`config.mk`:
```
export PLATFORM = sky130hd
export DESIGN_NAME = lcd_bus_arbiter
export DESIGN_NICKNAME = d
export VERILOG_FILES = /design/src/rtl/lcd_bus_arbiter.sv
export SDC_FILE = /design/constraint.sdc
export NUM_CORES = 1
export LEC_CHECK = 0
export ABC_AREA = 1
export CORE_MARGIN = 8
export CORE_UTILIZATION = 40
export DETAILED_ROUTE_END_ITERATION = 12
export GPL_ROUTABILITY_DRIVEN = 0
export PLACE_DENSITY = 0.61
export SLEW_MARGIN = 20
export SYNTH_ARGS = -nofsm -noshare
export SYNTH_HDL_FRONTEND = slang
export SYNTH_SLANG_ARGS = --single-unit
```
`constraint.sdc`:
```
create_clock -name CLOCK_50MHZ -period 4 [get_ports CLOCK_50MHZ]
set_clock_uncertainty 0.1 [all_clocks]
set_input_delay 0.4 -clock CLOCK_50MHZ [delete_from_list [all_inputs] [get_ports CLOCK_50MHZ]]
set_output_delay 0.4 -clock CLOCK_50MHZ [all_outputs]
set_load 0.01 [all_outputs]
```
`src/rtl/lcd_bus_arbiter.sv`:
```
// Round-robin arbiter sharing one HD44780 LCD bus between two byte requesters.
// Optional feature macro: LCD_ARB_LOCK_EN (requester may lock the bus across bytes).
module lcd_bus_arbiter #(
  parameter int unsigned SETUP_CYCLES      = 32'd2,
  parameter int unsigned E_HIGH_CYCLES     = 32'd12,
  parameter int unsigned CMD_WAIT_CYCLES   = 32'd2000,
  parameter int unsigned CLEAR_WAIT_CYCLES = 32'd82000
) (
  input  logic       CLOCK_50MHZ,
  input  logic       BUTTON_SOUTH,
  input  logic       REQ0_VALID,
  input  logic       REQ0_RS,
  input  logic [7:0] REQ0_DATA,
  input  logic       REQ0_LOCK,
  input  logic       REQ1_VALID,
  input  logic       REQ1_RS,
  input  logic [7:0] REQ1_DATA,
  input  logic       REQ1_LOCK,
  output logic       REQ0_READY,
  output logic       REQ1_READY,
  output logic [7:0] LCD_DATA_BIT,
  output logic       LCD_ENABLE,
  output logic       LCD_REGISTER_SELECT,
  output logic       LCD_READ_WRITE,
  output logic       BUSY
);

  typedef enum logic [1:0] {
    ST_IDLE   = 2'd0,
    ST_SETUP  = 2'd1,
    ST_ENABLE = 2'd2,
    ST_HOLD   = 2'd3
  } state_t;

  localparam logic [31:0] SETUP_LAST = SETUP_CYCLES - 32'd1;
  localparam logic [31:0] E_LAST     = E_HIGH_CYCLES - 32'd1;
  localparam logic [31:0] CMD_LAST   = CMD_WAIT_CYCLES - 32'd1;
  localparam logic [31:0] CLEAR_LAST = CLEAR_WAIT_CYCLES - 32'd1;

  state_t      state_q, state_d;
  logic [31:0] count_q, count_d;
  logic        last_grant_q, last_grant_d;
  logic        clear_wait_q, clear_wait_d;
  logic [7:0]  lcd_data_q, lcd_data_d;
  logic        lcd_rs_q, lcd_rs_d;
  logic        lcd_enable_q, lcd_enable_d;
  logic        busy_q, busy_d;

  logic        rr0_s, rr1_s;
  logic        grant0_s, grant1_s;
  logic        hs_s, hs_sel_s;
  logic [7:0]  hs_data_s;
  logic        hs_rs_s;
  logic [31:0] hold_last_s;

  // Round-robin choice: the requester that did not win last time takes a tie.
  assign rr0_s = REQ0_VALID && (!REQ1_VALID || last_grant_q);
  assign rr1_s = REQ1_VALID && (!REQ0_VALID || !last_grant_q);

`ifdef LCD_ARB_LOCK_EN
  logic lock_active_q, lock_active_d;
  logic lock_id_q, lock_id_d;

  // Grant is restricted to the locked requester while a lock is held.
  always_comb begin
    grant0_s = 1'b0;
    grant1_s = 1'b0;
    if (lock_active_q) begin
      grant0_s = REQ0_VALID && !lock_id_q;
      grant1_s = REQ1_VALID && lock_id_q;
    end else begin
      grant0_s = rr0_s;
      grant1_s = rr1_s;
    end
  end

  // Lock is taken or released on every handshake from the winner's LOCK bit.
  always_comb begin
    lock_active_d = lock_active_q;
    lock_id_d     = lock_id_q;
    if (hs_s) begin
      lock_active_d = hs_sel_s ? REQ1_LOCK : REQ0_LOCK;
      lock_id_d     = hs_sel_s;
    end else begin
      lock_active_d = lock_active_q;
    end
  end

  always_ff @(posedge CLOCK_50MHZ or posedge BUTTON_SOUTH) begin
    if (BUTTON_SOUTH) begin
      lock_active_q <= 1'b0;
      lock_id_q     <= 1'b0;
    end else begin
      lock_active_q <= lock_active_d;
      lock_id_q     <= lock_id_d;
    end
  end
`else
  logic unused_lock_s;
  assign unused_lock_s = REQ0_LOCK ^ REQ1_LOCK;

  always_comb begin
    grant0_s = rr0_s;
    grant1_s = rr1_s;
  end
`endif

  // READY is gated by reset so nothing is offered while the button is held.
  assign REQ0_READY  = !BUTTON_SOUTH && (state_q == ST_IDLE) && grant0_s;
  assign REQ1_READY  = !BUTTON_SOUTH && (state_q == ST_IDLE) && grant1_s;
  assign hs_s        = REQ0_READY || REQ1_READY;
  assign hs_sel_s    = REQ1_READY;
  assign hs_data_s   = hs_sel_s ? REQ1_DATA : REQ0_DATA;
  assign hs_rs_s     = hs_sel_s ? REQ1_RS : REQ0_RS;
  assign hold_last_s = clear_wait_q ? CLEAR_LAST : CMD_LAST;

  always_comb begin
    state_d      = state_q;
    count_d      = count_q;
    last_grant_d = last_grant_q;
    clear_wait_d = clear_wait_q;
    lcd_data_d   = lcd_data_q;
    lcd_rs_d     = lcd_rs_q;
    case (state_q)
      ST_IDLE: begin
        if (hs_s) begin
          state_d      = ST_SETUP;
          count_d      = 32'd0;
          last_grant_d = hs_sel_s;
          lcd_data_d   = hs_data_s;
          lcd_rs_d     = hs_rs_s;
          // Clear-display and return-home need the long post-write wait.
          clear_wait_d = !hs_rs_s && ((hs_data_s == 8'h01) || (hs_data_s == 8'h02));
        end else begin
          count_d = 32'd0;
        end
      end
      ST_SETUP: begin
        if (count_q == SETUP_LAST) begin
          state_d = ST_ENABLE;
          count_d = 32'd0;
        end else begin
          count_d = count_q + 32'd1;
        end
      end
      ST_ENABLE: begin
        if (count_q == E_LAST) begin
          state_d = ST_HOLD;
          count_d = 32'd0;
        end else begin
          count_d = count_q + 32'd1;
        end
      end
      ST_HOLD: begin
        if (count_q == hold_last_s) begin
          state_d = ST_IDLE;
          count_d = 32'd0;
        end else begin
          count_d = count_q + 32'd1;
        end
      end
      default: begin
        state_d = ST_IDLE;
        count_d = 32'd0;
      end
    endcase
    // E and BUSY are registered from the next state so they align with it.
    lcd_enable_d = (state_d == ST_ENABLE);
    busy_d       = (state_d != ST_IDLE);
  end

  always_ff @(posedge CLOCK_50MHZ or posedge BUTTON_SOUTH) begin
    if (BUTTON_SOUTH) begin
      state_q      <= ST_IDLE;
      count_q      <= 32'd0;
      last_grant_q <= 1'b1;
      clear_wait_q <= 1'b0;
      lcd_data_q   <= 8'h00;
      lcd_rs_q     <= 1'b0;
      lcd_enable_q <= 1'b0;
      busy_q       <= 1'b0;
    end else begin
      state_q      <= state_d;
      count_q      <= count_d;
      last_grant_q <= last_grant_d;
      clear_wait_q <= clear_wait_d;
      lcd_data_q   <= lcd_data_d;
      lcd_rs_q     <= lcd_rs_d;
      lcd_enable_q <= lcd_enable_d;
      busy_q       <= busy_d;
    end
  end

  assign LCD_DATA_BIT        = lcd_data_q;
  assign LCD_REGISTER_SELECT = lcd_rs_q;
  assign LCD_ENABLE          = lcd_enable_q;
  assign LCD_READ_WRITE      = 1'b0;
  assign BUSY                = busy_q;

endmodule

```
# After elaboration in Yosys (flattened, before gate mapping)

Cells that the tools add are included.

Flip-flop bits (word level): 47
Bits of input ports: 24
Output and inout port bits: 14

$add $sub $neg: 1
Equal/unequal tests: 9
Mux-type cells: 12
Reduce and logical (&&, ||, !) cells: 18

Operators by type and width:

| cell                                                             | count |
|---|---|
| 32-bit one-hot mux with 4 select lines                           | 1 |
| 32-bit two-way mux                                               | 3 |
| 32-bit by 1-bit adder with 32-bit output, second input constant  | 1 |
| 32-bit by 1-bit == test with 1-bit output, second input constant | 1 |
| 32-bit by 17-bit == test with 1-bit output                       | 1 |
| 32-bit by 4-bit == test with 1-bit output, second input constant | 1 |
| 17-bit two-way mux                                               | 1 |
| 8-bit by 1-bit == test with 1-bit output, second input constant  | 1 |
| 8-bit by 2-bit == test with 1-bit output, second input constant  | 1 |
| 2-bit two-way mux                                                | 4 |
| 8-bit two-way mux                                                | 1 |
| 2-bit one-hot mux with 4 select lines                            | 1 |
| 2-bit == test, second input constant                             | 3 |
| 1-bit logical AND                                                | 6 |
| 1-bit zero test                                                  | 5 |
| 1-bit logical OR                                                 | 4 |
| 2-bit by 1-bit == test with 1-bit output, second input constant  | 1 |
| 2-bit zero test                                                  | 1 |
| 2-bit AND reduction                                              | 1 |
| 2-bit nonzero test                                               | 1 |
| 1-bit two-way mux                                                | 1 |

# Logic depth before layout (Yosys ltp)

Gate-level depths: netlist (run 1).

Word-level depth: 8
Depth in mapped cells: 13

# Least setup slack after synthesis (run 1)

OpenSTA, ideal clock, no wires.

Path kind: input to register
Start: in BUTTON_SOUTH
End: reg clear_wait_q
Library setup time: 0.117 ns
Arrival: 2.375 ns
Setup slack: 1.407 ns
Stages: 11
Path buffers: 1
Cell sequence: inv_1 -> nand2_1 -> inv_1 -> nand2_1 -> buf_2 -> o21ai_0 -> nand2_1 -> nand2_1 -> inv_1 -> nand3_1 -> nand2_1

Word-level cells in the longest chain between the ends: 7
Elaborated cells between the ends (all ways): 13

Ends and longest elaborated chain:

| what                                                                                                        | RTL line | RTL |
|---|---|---|
| start: declaration                                                                                          | 10       | `input logic BUTTON_SOUTH,` |
| 1-bit zero test (no source line) *                                                                          | --       |  |
| 1-bit logical AND *                                                                                         | 109, 110 |  |
| 1-bit logical AND                                                                                           | 110      | `assign REQ1_READY = !BUTTON_SOUTH && (state_q == ST_IDLE) && grant1_s;` |
| 8-bit two-way mux                                                                                           | 113      | `assign hs_data_s = hs_sel_s ? REQ1_DATA : REQ0_DATA;` |
| 8-bit by 1-bit == test with 1-bit output / 8-bit by 2-bit == test with 1-bit output (equally long branches) | 133      | `clear_wait_d = !hs_rs_s && ((hs_data_s == 8'h01) \|\| (hs_data_s == 8'h02));` |
| 1-bit logical OR                                                                                            | 133      |  |
| 1-bit logical AND                                                                                           | 133      |  |
| end signal: assignment                                                                                      | 186      | `clear_wait_q <= clear_wait_d;` |
| end: declaration                                                                                            | 43       | `logic clear_wait_q, clear_wait_d;` |

Mark *: on every way between the ends. The rest lies on a longest branch, timed or not.
A chain may end at the register's enable or synchronous reset.

# Worst setup path in the final report (run 1)

Start: in BUTTON_SOUTH
End: out REQ1_READY

Word-level cells in the longest chain between the ends: 3

Ends and longest elaborated chain:

| what                             | RTL line | RTL |
|---|---|---|
| 1-bit zero test (no source line) | --       |  |
| 1-bit logical AND (2 in series)  | 110      |  |
| end: declaration                 | 20       | `output logic REQ1_READY,` |

Every way passes these cells.

==> results.md, run 1 <==
- R2R Path Start: count_q[0]
- ANT cells: 0
- CTS tree: built
- GR Util met2: roughly a fifth
- Root buffer cell: clkbuf_8
- CTS sink count: 47
- Commonest non-fill, non-tap cell in the layout: nand2_1
- Cts hold-fix bufs: 0
- Minimum clock period: 2.59 ns
- Top post-synthesis cells by area: dfrtp_1 (42%), nand2_1 (15%), nor2_1 (12%)
- Congestion Overflow GR: 0
- Final instance area: 3290 sq um
- Fin util: 48.8%
- Final hold violation count: 0
- Gr busiest metal: met2
- Post-Route WL: 6150 microns
- Initial DRC count: 137
- Initial Utilization: 41.0%
- Post-CTS Resized: 0
- DRT Pass-1 Iters: 4
- IO Pins: 38
- Final setup violation count: 0
- Status: finished, final reports clean
- RSZ-0062 raised after global routing: no
- DIE AREA: 9850 sq um
- CP Data Arrival Time: 2.09 ns
- Row count: 30
- Largest net degree at the start of global routing: 48
- CTS H-Tree Depth: 2
- Share of layout cells above drive strength 1: 3.02%
- Cells after Synth: 395
- Worst reg-to-reg path cell count: 10
- #FFs+latches synth: 47
- IO Port Bufs: 34
- First-pass GRT wire length: 10400 microns
- Dpl hpwl: 4770 microns
- Mapped cell area: between 2000 and 3000 sq um
- Total negative slack: 0 ns
- Max-capacitance violation count: 0
- Post-CTS setup buffer count: 0
- Synth Warn #: 0
- Hold Path Class: flip-flop to flip-flop
- Met3 usage in global routing: 4.19%
- Setup Crit Path Kind: input pin to output port
- Nets: 455
- Clock latency on the worst-skew pair: 0.30 ns
- Hold path start: last_grant_q
- CP endpoint kind: output port
- Placed cell areas: 3160 sq um
- Data required, critical path: 3.50 ns
- Tot GR Track Use: approximately an eighth
- CORE AREA: 6760 sq um
- Total power: 0.927 mW
- CTS clk-pin slew, worst paths: roughly 0.090 ns
- Peak Freq: 385 MHz
- Crit Path Max Fanout: 21
- Post-synthesis net count: roughly 420
- Antenna violations before repair: 0
- Slew headroom: 52.5%
- Hold slack: ~0.38 ns
- Count of different cell masters after synthesis: 24
- Final max-slew violation count: 0
- Placed Cells: approximately 500
- ANT nets after route: 0
- # DRC: 0
- Max VDD drop: 0.000122 V
- Crit share post-route: 64.9%
- Die X: 99.2 microns
- Chip height: 99.2 microns
- Leakage: about 1.5 nW
- Clk buf depth: 2
- Dpl ws: 1.35 ns
- Mean Syn Cell Area: 7.02 sq um
- Routing usage on met1: 16.8%
- Via-to-Cell Ratio: 4.62
- Share of the synthesized area in the top cell type: 41.5%
- R2r setup slk: 1.65 ns
- Vias in the first global route: 2351
- Worst Hold Depth: 2
- Syn-to-layout area delta: 18.9%
- Via count: between 2000 and 2500
- Setup ws final: 1.41 ns
- WL/cell: 12.1 microns
- Final Non-Filler Cells: 510
- Most frequent cells in the layout: nand2_1 (112), nor2_1 (90), dfrtp_1 (46), inv_1 (46), clkdlybuf4s50_1 (34)
- Sequential cell area fraction in the yosys report: 42.5%
- Largest area contributor in the netlist: dfrtp_1
- Worst Tran Pin Value: a little over 0.7 ns
- Cell Pwr Density: 282 nW/um^2
- R2R Path End: count_q[15]
- Num CTS Buffers: 5
- Worst hold path endpoint: last_grant_q
- CP startpoint kind: input pin
## cells by family after synthesis
| family | synth area share [%] |
|---|---|
| AOI/OAI and AO/OA | 4.52 |
| xor gates and xnor gates | 8.85 |
| adders and majority gates | 0.903 |
| buffers and inverters | 8.44 |
| DFF | 42.5 |
| other | 0.135 |
| and+or+nand+nor | 34.7 |
## Yosys cell counts, drive strengths merged
| library cell | count |
|---|---|
| xor2 | 24 |
| nand3 | 13 |
| nor3 | 18 |
| o21ai | 20 |
| a21oi | 2 |
| a21o | 1 |
| nand3b | 1 |
| conb | 1 |
| nand2 | 112 |
| ha | 2 |
| inv | 47 |
| xnor2 | 4 |
| o21a | 1 |
| dfrtp | 46 |
| buf | 5 |
| clkbuf | 3 |
| nand4 | 3 |
| nor2 | 91 |
| dfstp | 1 |
## critical path, cell delays in order
cell             delay [ns]
clkdlybuf4s50_1        0.47
inv_2                  0.05
nand2_1                0.09
inv_1                  0.05
nand2_1                0.38
inv_1                  0.14
clkdlybuf4s50_1        0.52
## state kept, by name, indices dropped and copies added (netlist names)
signal               flops
count_q                 32
LCD_DATA_BIT             8
state_q                  2
BUSY                     1
LCD_ENABLE               1
LCD_REGISTER_SELECT      1
clear_wait_q             1
last_grant_q             1
## how the worst max path moves through the flow
| stage | from | to | slack (ns) | depth (start not counted) |
|---|---|---|---|---|
| after global routing | state_q[0] | REQ1_READY | 1.25 | 6 |
| after floorplan | BUTTON_SOUTH | clear_wait_q | 1.41 | 11 |
| after global placement | BUTTON_SOUTH | LCD_ENABLE | 1.38 | 9 |
| final | BUTTON_SOUTH | REQ1_READY | 1.41 | 7 |
| after CTS | state_q[1] | REQ1_READY | 1.38 | 6 |
| after detailed placement | BUTTON_SOUTH | LCD_ENABLE | 1.35 | 9 |
## metal layers
layer  vias to the layer above  routed length, microns
met5                         -                       0
met2                        53                    2640
met4                         0                     106
met3                        10                     416
li1                       1265                       -
met1                      1030                    2990
## power breakdown
part | switching (mW) | total (mW) | internal, mW
Combinational | 0.0180 | 0.0401 | 0.0221
Sequential | 0 | 0.475 | 0.475
Clock | 0.163 | 0.413 | 0.250
## cell type report
cell class	instances	area, sq um
Multi-Input combinational cell	293	1360
Clock buffer	6	72.6
Clock inverter	2	60.1
Sequential cell	47	1180
Fill cell	683	3460
Timing Repair Buffer	35	348
Tap cell	80	100
Inverter	47	176
Note: power is estimated with default switching activity, not from simulation.
==> run 2: changes to the inputs <==
==> constraint.sdc (replaced) <==
create_clock -name CLOCK_50MHZ -period 2.7 [get_ports CLOCK_50MHZ]
set_clock_uncertainty 0.1 [all_clocks]
set_input_delay 0.27 -clock CLOCK_50MHZ [delete_from_list [all_inputs] [get_ports CLOCK_50MHZ]]
set_output_delay 0.27 -clock CLOCK_50MHZ [all_outputs]
set_load 0.01 [all_outputs]
==> run 2 against run 1 <==
  * Count of clock-buffer cells in the layout stayed put
  * Non-clock buffer count is 2 higher
  * Register-to-register slack worse by 1.0 ns
  * Clock power is 25% higher
  * Largest power group unchanged
  * Worst hold slack worse by 0.013 ns
  * Routed wire length is 1.8% lower
  * Utilization is 0.11 points lower
  * First-iteration DRC count is 8.0% lower
  * Global-route usage is 0.72 points higher
==> results.md, run 2 (synthesis gave the netlist of run 1 again) <==
- ANT cells: 0 (unchanged)
- CTS H-Tree Depth: 2 (unchanged)
- Met3 WL: 417 microns (+0.24%)
- Worst Tran Pin Value: 0.575 ns (-0.136 ns)
- DRT Pass-1 Iters: 4 (unchanged)
- Internal: 1.01 mW (+36%)
- Chip height: 99.2 microns (unchanged)
- Congestion Overflow GR: 0 (unchanged)
- FF+latch area: 1180 sq um (unchanged)
- WL/cell: 11.8 microns (-2.2%)
- Num CTS Buffers: 5 (unchanged)
- WL met1: 2920 microns (-2.2%)
- CP startpoint kind: flip-flop
- Data required, critical path: 2.33 ns (-1.17 ns)
- CP Data Arrival Time: 1.75 ns (-0.34 ns)
- Hold slack: 0.362 ns (-0.0134 ns)
- Commonest non-fill, non-tap cell in the layout: nand2_1
- Crit Path Max Fanout: 4 (-81%)
- Max FFs per register: 32 (unchanged)
- Post-Route WL: 6040 microns (-1.8%)
- Clk buf depth: 2 (unchanged)
- Hold Path Class: input pin to async pin
- Crit share post-route: about four fifths
- Cts hold-fix bufs: 0 (unchanged)
- Sw power: 0.265 mW (+47%)
- # DRC: 0 (unchanged)
- CTS sink count: 47 (unchanged)
- Reg with most FFs: count_q
- Total negative slack: 0 ns (unchanged)
- Nets: 457 (+0.44%)
- Row count: 30 (unchanged)
- Root buffer cell: clkbuf_8
- Antenna violations before repair: 0 (unchanged)
- ANT nets after route: 0 (unchanged)
- Final hold violation count: 0 (unchanged)
- Max-capacitance violation count: 0 (unchanged)
- Tot GR Track Use: 13.7% (+0.72 points)
- Via count: 2356 (-0.085%)
- Initial Utilization: 41.0% (unchanged)
- Syn-to-layout area delta: 18.6%
- CTS clk-pin slew, worst paths: 0.09 ns (about the same)
- Met2 Wirelength: 2630 microns (-0.11%)
- Fill count: 722 (+5.7%)
- Dpl hpwl: 4720 microns (-1.0%)
- Slew headroom: 61.7% (+9.2 points)
- Sequential share of power: 55.0% (+3.8 points)
- CORE AREA: 6760 sq um (unchanged)
- First-pass GRT wire length: 10900 microns (+4.9%)
- Final max-slew violation count: 0 (unchanged)
- Vias in the first global route: 2385 (+1.4%)
- Comb pwr share: 4.7% (+0.4 points)
- Initial DRC count: 126 (-8.0%)
- RSZ-0062 raised after global routing: no
- Leakage: 1.54 nW (-0.28%)
- Final setup violation count: 0 (unchanged)
- IO Port Bufs: 34 (unchanged)
- Largest net degree at the start of global routing: 48 (unchanged)
- Minimum clock period: 2.12 ns
- Clock share of power: 40.3% (-4.2 points)
- Peak Freq: 472 MHz
- Post-CTS setup buffer count: 0 (unchanged)
- Total power: 1.28 mW (+38%)
- CTS tree: built
- Setup Crit Path Kind: flip-flop to output port
- Post-CTS Resized: 0 (unchanged)
- Die X: 99.2 microns (unchanged)
- CP endpoint kind: output port
- Max VDD drop: 0.000154 V (+26%)
- Clock latency on the worst-skew pair: 0.30 ns (about the same)
- Status: finished, final reports clean
- Cell Pwr Density: 389 nW/um^2 (+38%)
- Switching part of the total: 20.8% (+1.3 points)
- Area of the multi-input gates: 1360 sq um (unchanged)
- Most frequent cells in the layout: nand2_1 (112), nor2_1 (90), dfrtp_1 (46), inv_1 (46), clkdlybuf4s50_1 (34)
- Highest metal used: met4
- DIE AREA: 9850 sq um (unchanged)
- Share of layout cells above drive strength 1: 3.47% (+0.45 points)
- Via-to-Cell Ratio: 4.60 (-0.48%)
- IO Pins: 38 (unchanged)
==> run 2: per-layer routing <==
| metal | track usage, % | up-vias |
|---|---|---|
| li1 | - | 1281 |
| met1 | 17.4 | 1017 |
| met2 | 21.7 | 53 |
| met3 | 4.68 | 5 |
| met4 | 3.49 | 0 |
| met5 | 0 | - |
==> run 2: per-stage QoR <==
stage                     instance area, sq um  utilization, %  instances  setup WS (ns)
after detailed placement                  3180            47.0        504          0.577
after global routing                      3290            48.6        512          0.348
after floorplan                           2770               -        395          0.237
after CTS                                 3290            48.6        512          0.536
final                                     3290            48.6        512          0.581
after global placement                    3180            47.0        504          0.588
==> run 2: area by class of cell <==
cell class | count | share of cell area, %
Multi-Input combinational cell | 293 | 41.4
Sequential cell | 47 | 35.8
Tap cell | 80 | 3.05
Timing Repair Buffer | 37 | 11.0
Clock inverter | 2 | 1.14
Clock buffer | 6 | 2.21
Inverter | 47 | 5.37
==> run 2: final timing paths <==
check / startpoint / end / slack [ns] / cells past startpoint
worst max register to register: count_q[0] / count_q[23] / 0.60 / 11
max in group asynchronous: BUTTON_SOUTH / last_grant_q / 1.74 / 3
worst min-delay path: BUTTON_SOUTH / LCD_DATA_BIT[5] / 0.36 / 3
min in group CLOCK_50MHZ: last_grant_q / last_grant_q / 0.38 / 2
worst min register to register: last_grant_q / last_grant_q / 0.38 / 2
worst max-delay path: state_q[0] / REQ1_READY / 0.58 / 6
==> run 2: power groups by stage <==
stage / combinational [mW] / sequential (mW) / clock (mW)
floorplan: 0.0246 / 0.717 / 0
CTS: 0.0619 / 0.703 / 0.530
global route: 0.0700 / 0.703 / 0.557
finish: 0.0600 / 0.703 / 0.515
detailed placement: 0.0620 / 0.717 / 0
global placement: 0.0612 / 0.717 / 0
==> run 2: critical path: stages (launching register included) <==
cell and delay [ns]:
dfrtp_1 0.41, nor2_1 0.13, nand2_1 0.10, inv_1 0.06, nand2_1 0.08, inv_1 0.11, clkdlybuf4s50_1 0.55
